File: config.mk
export PLATFORM = sky130hd
export DESIGN_NAME = frame_align_ctrl
export DESIGN_NICKNAME = d
export VERILOG_FILES = /design/src/rtl/frame_align_ctrl.sv
export SDC_FILE = /design/constraint.sdc
export NUM_CORES = 1
export LEC_CHECK = 0
export ABC_AREA = 1
export BUFFER_PORTS_ARGS = -buffer_cell sky130_fd_sc_hd__buf_2
export CORE_MARGIN = 8
export CORE_UTILIZATION = 50
export DETAILED_ROUTE_END_ITERATION = 6
export GPL_TIMING_DRIVEN = 0
export HOLD_SLACK_MARGIN = 0.15
export PLACE_DENSITY_LB_ADDON = 0.25
export REMOVE_ABC_BUFFERS = 1
export SYNTH_ARGS = -nofsm -noshare
export SYNTH_HDL_FRONTEND = slang
export SYNTH_SLANG_ARGS = --single-unit
File: constraint.sdc
create_clock -name dco_clk -period 4.3 [get_ports dco_clk]
set_input_delay 0.215 -clock dco_clk [delete_from_list [all_inputs] [get_ports dco_clk]]
set_output_delay 0.215 -clock dco_clk [all_outputs]
set_load 0.01 [all_outputs]
File: src/rtl/frame_align_ctrl.sv
// frame_align_ctrl: lane/frame alignment controller for the DCO-domain ADC capture path.
// Compares assembled words against the training pattern, requests bitslips until the
// words match, reports lock and then watches for loss of alignment.
module frame_align_ctrl #(
    parameter int unsigned        LANES     = 8,
    parameter logic [2*LANES-1:0] CMP_MASK  = 16'h3FFF,
    parameter int unsigned        SETTLE    = 4,
    parameter int unsigned        MATCH_CNT = 16,
    parameter int unsigned        MAX_SLIPS = 8,
    parameter int unsigned        LOSS_CNT  = 4
) (
    input  logic                 dco_clk,
    input  logic                 rst_n,
    input  logic                 align_start,
    input  logic [2*LANES-1:0]   train_pattern,
    input  logic [2*LANES-1:0]   sample_word,
    input  logic                 word_valid,
    output logic                 bitslip,
    output logic                 aligned,
    output logic                 align_fail,
    output logic [7:0]           slip_count,
    output logic [15:0]          err_count
);

    localparam logic [7:0]  SETTLE_LAST = 8'(SETTLE - 1);
    localparam logic [15:0] MATCH_LAST  = 16'(MATCH_CNT - 1);
    localparam logic [7:0]  LOSS_LAST   = 8'(LOSS_CNT - 1);
    localparam logic [7:0]  SLIP_MAX    = 8'(MAX_SLIPS);

    typedef enum logic [2:0] {
        S_IDLE,
        S_SETTLE,
        S_CHECK,
        S_SLIP,
        S_LOCKED,
        S_FAIL
    } state_t;

    state_t      r_state;
    state_t      w_next;
    logic        w_match;
    logic [7:0]  r_settle_cnt;
    logic [15:0] r_match_cnt;
    logic [7:0]  r_loss_cnt;
    logic [7:0]  r_slip_count;
    logic [15:0] r_err_count;
    logic        r_bitslip;
    logic        r_aligned;
    logic        r_align_fail;

    assign w_match    = ((sample_word ^ train_pattern) & CMP_MASK) == '0;
    assign bitslip    = r_bitslip;
    assign aligned    = r_aligned;
    assign align_fail = r_align_fail;
    assign slip_count = r_slip_count;
    assign err_count  = r_err_count;

    // Next-state decode; align_start overrides every state.
    always_comb begin
        w_next = r_state;
        if (align_start) begin
            w_next = S_SETTLE;
        end else begin
            case (r_state)
                S_IDLE:   w_next = S_IDLE;
                S_SETTLE: begin
                    if (word_valid && (r_settle_cnt == SETTLE_LAST))
                        w_next = S_CHECK;
                end
                S_CHECK: begin
                    if (word_valid) begin
                        if (w_match) begin
                            if (r_match_cnt == MATCH_LAST)
                                w_next = S_LOCKED;
                        end else if (r_slip_count < SLIP_MAX) begin
                            w_next = S_SLIP;
                        end else begin
                            w_next = S_FAIL;
                        end
                    end
                end
                S_SLIP:   w_next = S_SETTLE;
                S_LOCKED: begin
                    if (word_valid && !w_match && (r_loss_cnt == LOSS_LAST))
                        w_next = S_CHECK;
                end
                S_FAIL:   w_next = S_FAIL;
                default:  w_next = S_IDLE;
            endcase
        end
    end

    // State register.
    always_ff @(posedge dco_clk or negedge rst_n) begin
        if (!rst_n)
            r_state <= S_IDLE;
        else
            r_state <= w_next;
    end

    // Outputs registered from the next state so they track the state without input paths.
    always_ff @(posedge dco_clk or negedge rst_n) begin
        if (!rst_n) begin
            r_bitslip    <= 1'b0;
            r_aligned    <= 1'b0;
            r_align_fail <= 1'b0;
        end else begin
            r_bitslip    <= (w_next == S_SLIP);
            r_aligned    <= (w_next == S_LOCKED);
            r_align_fail <= (w_next == S_FAIL);
        end
    end

    // Settle/match/loss counters and the reported slip/error counts; only valid words advance them.
    always_ff @(posedge dco_clk or negedge rst_n) begin
        if (!rst_n) begin
            r_settle_cnt <= '0;
            r_match_cnt  <= '0;
            r_loss_cnt   <= '0;
            r_slip_count <= '0;
            r_err_count  <= '0;
        end else if (align_start) begin
            r_settle_cnt <= '0;
            r_match_cnt  <= '0;
            r_loss_cnt   <= '0;
            r_slip_count <= '0;
            r_err_count  <= '0;
        end else if (word_valid) begin
            case (r_state)
                S_SETTLE: begin
                    r_settle_cnt <= (r_settle_cnt == SETTLE_LAST) ? '0 : r_settle_cnt + 8'd1;
                end
                S_CHECK: begin
                    if (w_match) begin
                        r_match_cnt <= (r_match_cnt == MATCH_LAST) ? '0 : r_match_cnt + 16'd1;
                    end else begin
                        // the slip count steps on the same edge that raises bitslip
                        r_match_cnt <= '0;
                        if (r_slip_count < SLIP_MAX)
                            r_slip_count <= r_slip_count + 8'd1;
                    end
                end
                S_LOCKED: begin
                    if (w_match) begin
                        r_loss_cnt <= '0;
                    end else begin
                        if (r_err_count != '1)
                            r_err_count <= r_err_count + 16'd1;
                        if (r_loss_cnt == LOSS_LAST) begin
                            r_loss_cnt   <= '0;
                            r_slip_count <= '0;
                        end else begin
                            r_loss_cnt <= r_loss_cnt + 8'd1;
                        end
                    end
                end
                default: ;
            endcase
        end
    end

endmodule

==> impl_metrics.ini <==
[logic_synthesis]
synth-edff-count = 0
ys_seq_area_share_pct = 40.7
syn_area_sq_mm = 0.00381
syn_avg_cell_area_sq_um = 7.01
syn-instance-count = 544
synthDistinctLibCells = 35
synth_flop_cell = dfrtp_1
synthArstFlopShare_pct = 100
ys_ff_latch = 62
ys_warn_count = 0

[pwr]
p_leak_nw = 2.26
internal_power_mw = 0.903
switching_share_pct = 26.9
clockPowerShare_pct = 40.4
power_density_mw_per_mm2 = 282
pwr-share-seq_pct = 49.4
vdd_drop_max_v = 0.000155
p_sw_mw = 0.332
combinationalPowerShare_pct = 10.2

[timing]
rsz0062_at_grt = false
setup_viol = 0
relSlewSlack_pct = 47.9
skew_ps = 9.44
hold_viol_final = 0
min_period_ps = 2210
worstMarginPinSlew_ps = 781
period_share_pct = 51.4
finalMaxSlewViolations = 0
setup_tns_ps = 0
fmax_mhz = 452

[floorplanning]
die-area_sq_mm = 0.0107
rows = 32
core_area_sq_mm = 0.00757
die-width_microns = 103
fp.dieH_microns = 103
ios = 63
initial_utilization_pct = 50.4

[setup_path]
cpMaxStageDelayCell = dfrtp_1
rr_worst_depth = 8
worstPathRequired_ps = 4520
crit_path_end_kind = register
rr_endpoint = err_count[6]
cp_max_fo = 17
r2r_setup_slack_ps = 2090
r2r_start = r_state[1]
cp_num_buf_inv = 2
worstSetupPathType = reg -> reg
critPathLaunchType = register
arrival_ps = 2430
path_cells = nor2_2, nand2_1, o21ai_2, inv_2, a31oi_2, o21ai_2, inv_2, o21ai_0
cp_slowest_stage_delay_ps = 450
crit_family = compound AO/OA/AOI/OAI gates

[clocking]
cts.sinks = 62
cts_root_buffer = clkbuf_8
clockBufferDepth = 2
tritoncts = built
clk_pin_slew_ps = 80
clock_latency_ps = 340
cts_setup_buffers = 0
cts_htree_levels = 3
cts_buffers = 9

[worst_hold_path]
whs_endpoint = r_state[0]
worstHoldPathCells = 4
worstHoldStart = word_valid
hold_path_class = in -> reg

[finish]
drive_gt1_share_pct = 15.2
stdcell_area_sq_mm = 0.00437
layout_commonest_cell = nand2_1
seqCellArea_sq_mm = 0.00155
mostFrequentLayoutCells = nand2_1 (148), inv_1 (80), nor2_1 (79)
fill_cells = 683
multi_input_area_sq_mm = 0.00187
diodes = 0
fin_nets = 646
syn_to_final_growth_pct = 14.7

[route]
wirelength_microns = 8500
drc = 0
dr.first_iter.drc_count = 172
ant_nets = 0
vias = 3510
via_per_inst = 4.93
wire_per_inst_microns = 11.9
firstDrtPassIters = 4

[global_route]
gr-usage-all-layers_pct = 17.1
grt_overflow_total = 0
antenna_found_initial = 0
grt_pass1_vias = 3418
grt_pass1_wl_microns = 14500
grt_max_degree = 63

[placed_design]
dp_hpwl_microns = 6210
numPortBuffers = 58
postPlaceCellArea_sq_mm = 0.00417
place.gp.congestion = 0.868

[outcome]
status = complete, no violations

[job]
cap_violations = 0
==> through the flow <==
stage | hold WS [ps] | cells | worst slack (ps) | utilization (%) | power, mW
after CTS | 245 | 711 | 2060 | 57.6 | 1.25
after detailed placement | 504 | 695 | 1870 | 55.1 | 0.747
after global placement | 484 | 695 | 1940 | 55.1 | 0.742
after global routing | 364 | 712 | 1870 | 57.8 | 1.29
after floorplan | -80.6 | 535 | 2520 | - | 0.688
final | 306 | 712 | 2090 | 57.8 | 1.23
==> worst reg2reg max path: cells and delay by family, from the launching register on <==
| kind | cells | cell delay, ps |
|---|---|---|
| buf+inv | 2 | 400 |
| flops | 1 | 450 |
| simple gates | 2 | 280 |
| compound gates | 4 | 970 |
==> power groups by stage <==
stage          sequential (mW)  clock, mW  combinational, mW
2_1_floorplan            0.622          0             0.0666
5_1_grt                  0.611      0.538              0.145
6_report                 0.609      0.499              0.126
4_1_cts                  0.609      0.511              0.127
3_5_place_dp             0.621          0              0.127
3_3_place_gp             0.620          0              0.122
==> synth_stat cells (2+ instances only) <==
cell	number	area, sq um
o21ai_0	21	105
nand3_1	33	165
xnor2_1	5	43.8
buf_6	2	22.5
nor3_1	21	105
ha_1	5	62.6
buf_2	4	20.0
a21oi_1	7	35.0
inv_1	80	300
nand2_1	148	556
o22ai_1	4	25.0
nor2_2	3	18.8
clkbuf_1	2	7.51
nand4_1	16	100
o21ai_2	2	17.5
xor2_1	17	149
dfrtp_1	62	1550
nor2_1	79	297
o21ai_1	4	20.0
inv_2	6	22.5
nor3b_1	2	15.0
nor4_1	6	37.5
nand2_2	2	12.5
a22oi_1	2	15.0
==> per-layer routing <==
| metal | share of wire [%] | routed length (microns) | track usage (%) |
|---|---|---|---|
| met5 | 0 | 0 | 0 |
| met2 | 45 | 3870 | 27.8 |
| met4 | 1.7 | 144 | 9.90 |
| met1 | 48 | 4040 | 20.5 |
| met3 | 5.3 | 447 | 3.68 |
==> repair_timing <==
action,in CTS,in global routing
resized for setup,0,0
hold buffers,0,1
hold endpoints to repair,0,62
==> how the worst max path moves through the flow <==
stage | start | to | slack (ps) | cells after the start
floorplan | r_state[1] | err_count[6] | 2520 | 8
detailed placement | align_start | err_count[6] | 1870 | 8
global route | r_state[1] | err_count[6] | 1870 | 8
global placement | align_start | err_count[9] | 1940 | 8
finish | r_state[1] | err_count[6] | 2090 | 8
CTS | r_state[1] | err_count[6] | 2060 | 8
==> registers in the layout, indices dropped and copies added (netlist names) <==
name and flops:
align_fail 1, aligned 1, bitslip 1, err_count 16, r_loss_cnt 8, r_match_cnt 16, r_settle_cnt 8, r_state 3
slip_count 8
==> cell type report <==
cell class / count / share of cell area [%]
clock inverters: 7 / 1.49
inverters: 87 / 7.53
flip-flops and latches: 62 / 35.5
repair buffers: 59 / 6.92
multi-input cells: 386 / 42.8
well taps: 102 / 2.92
clock buffers: 9 / 2.83
==> logic make-up after synthesis <==
logic type      after synthesis  synth area share, %
flops                        62                 40.7
compound gates               44                 6.73
mux                           1                0.263
simple gates                314                 35.5
fa+ha+maj                     5                 1.64
xor+xnor                     22                 5.06
buf+inv                      96                 10.1
Note: power is estimated with default switching activity, not from simulation.
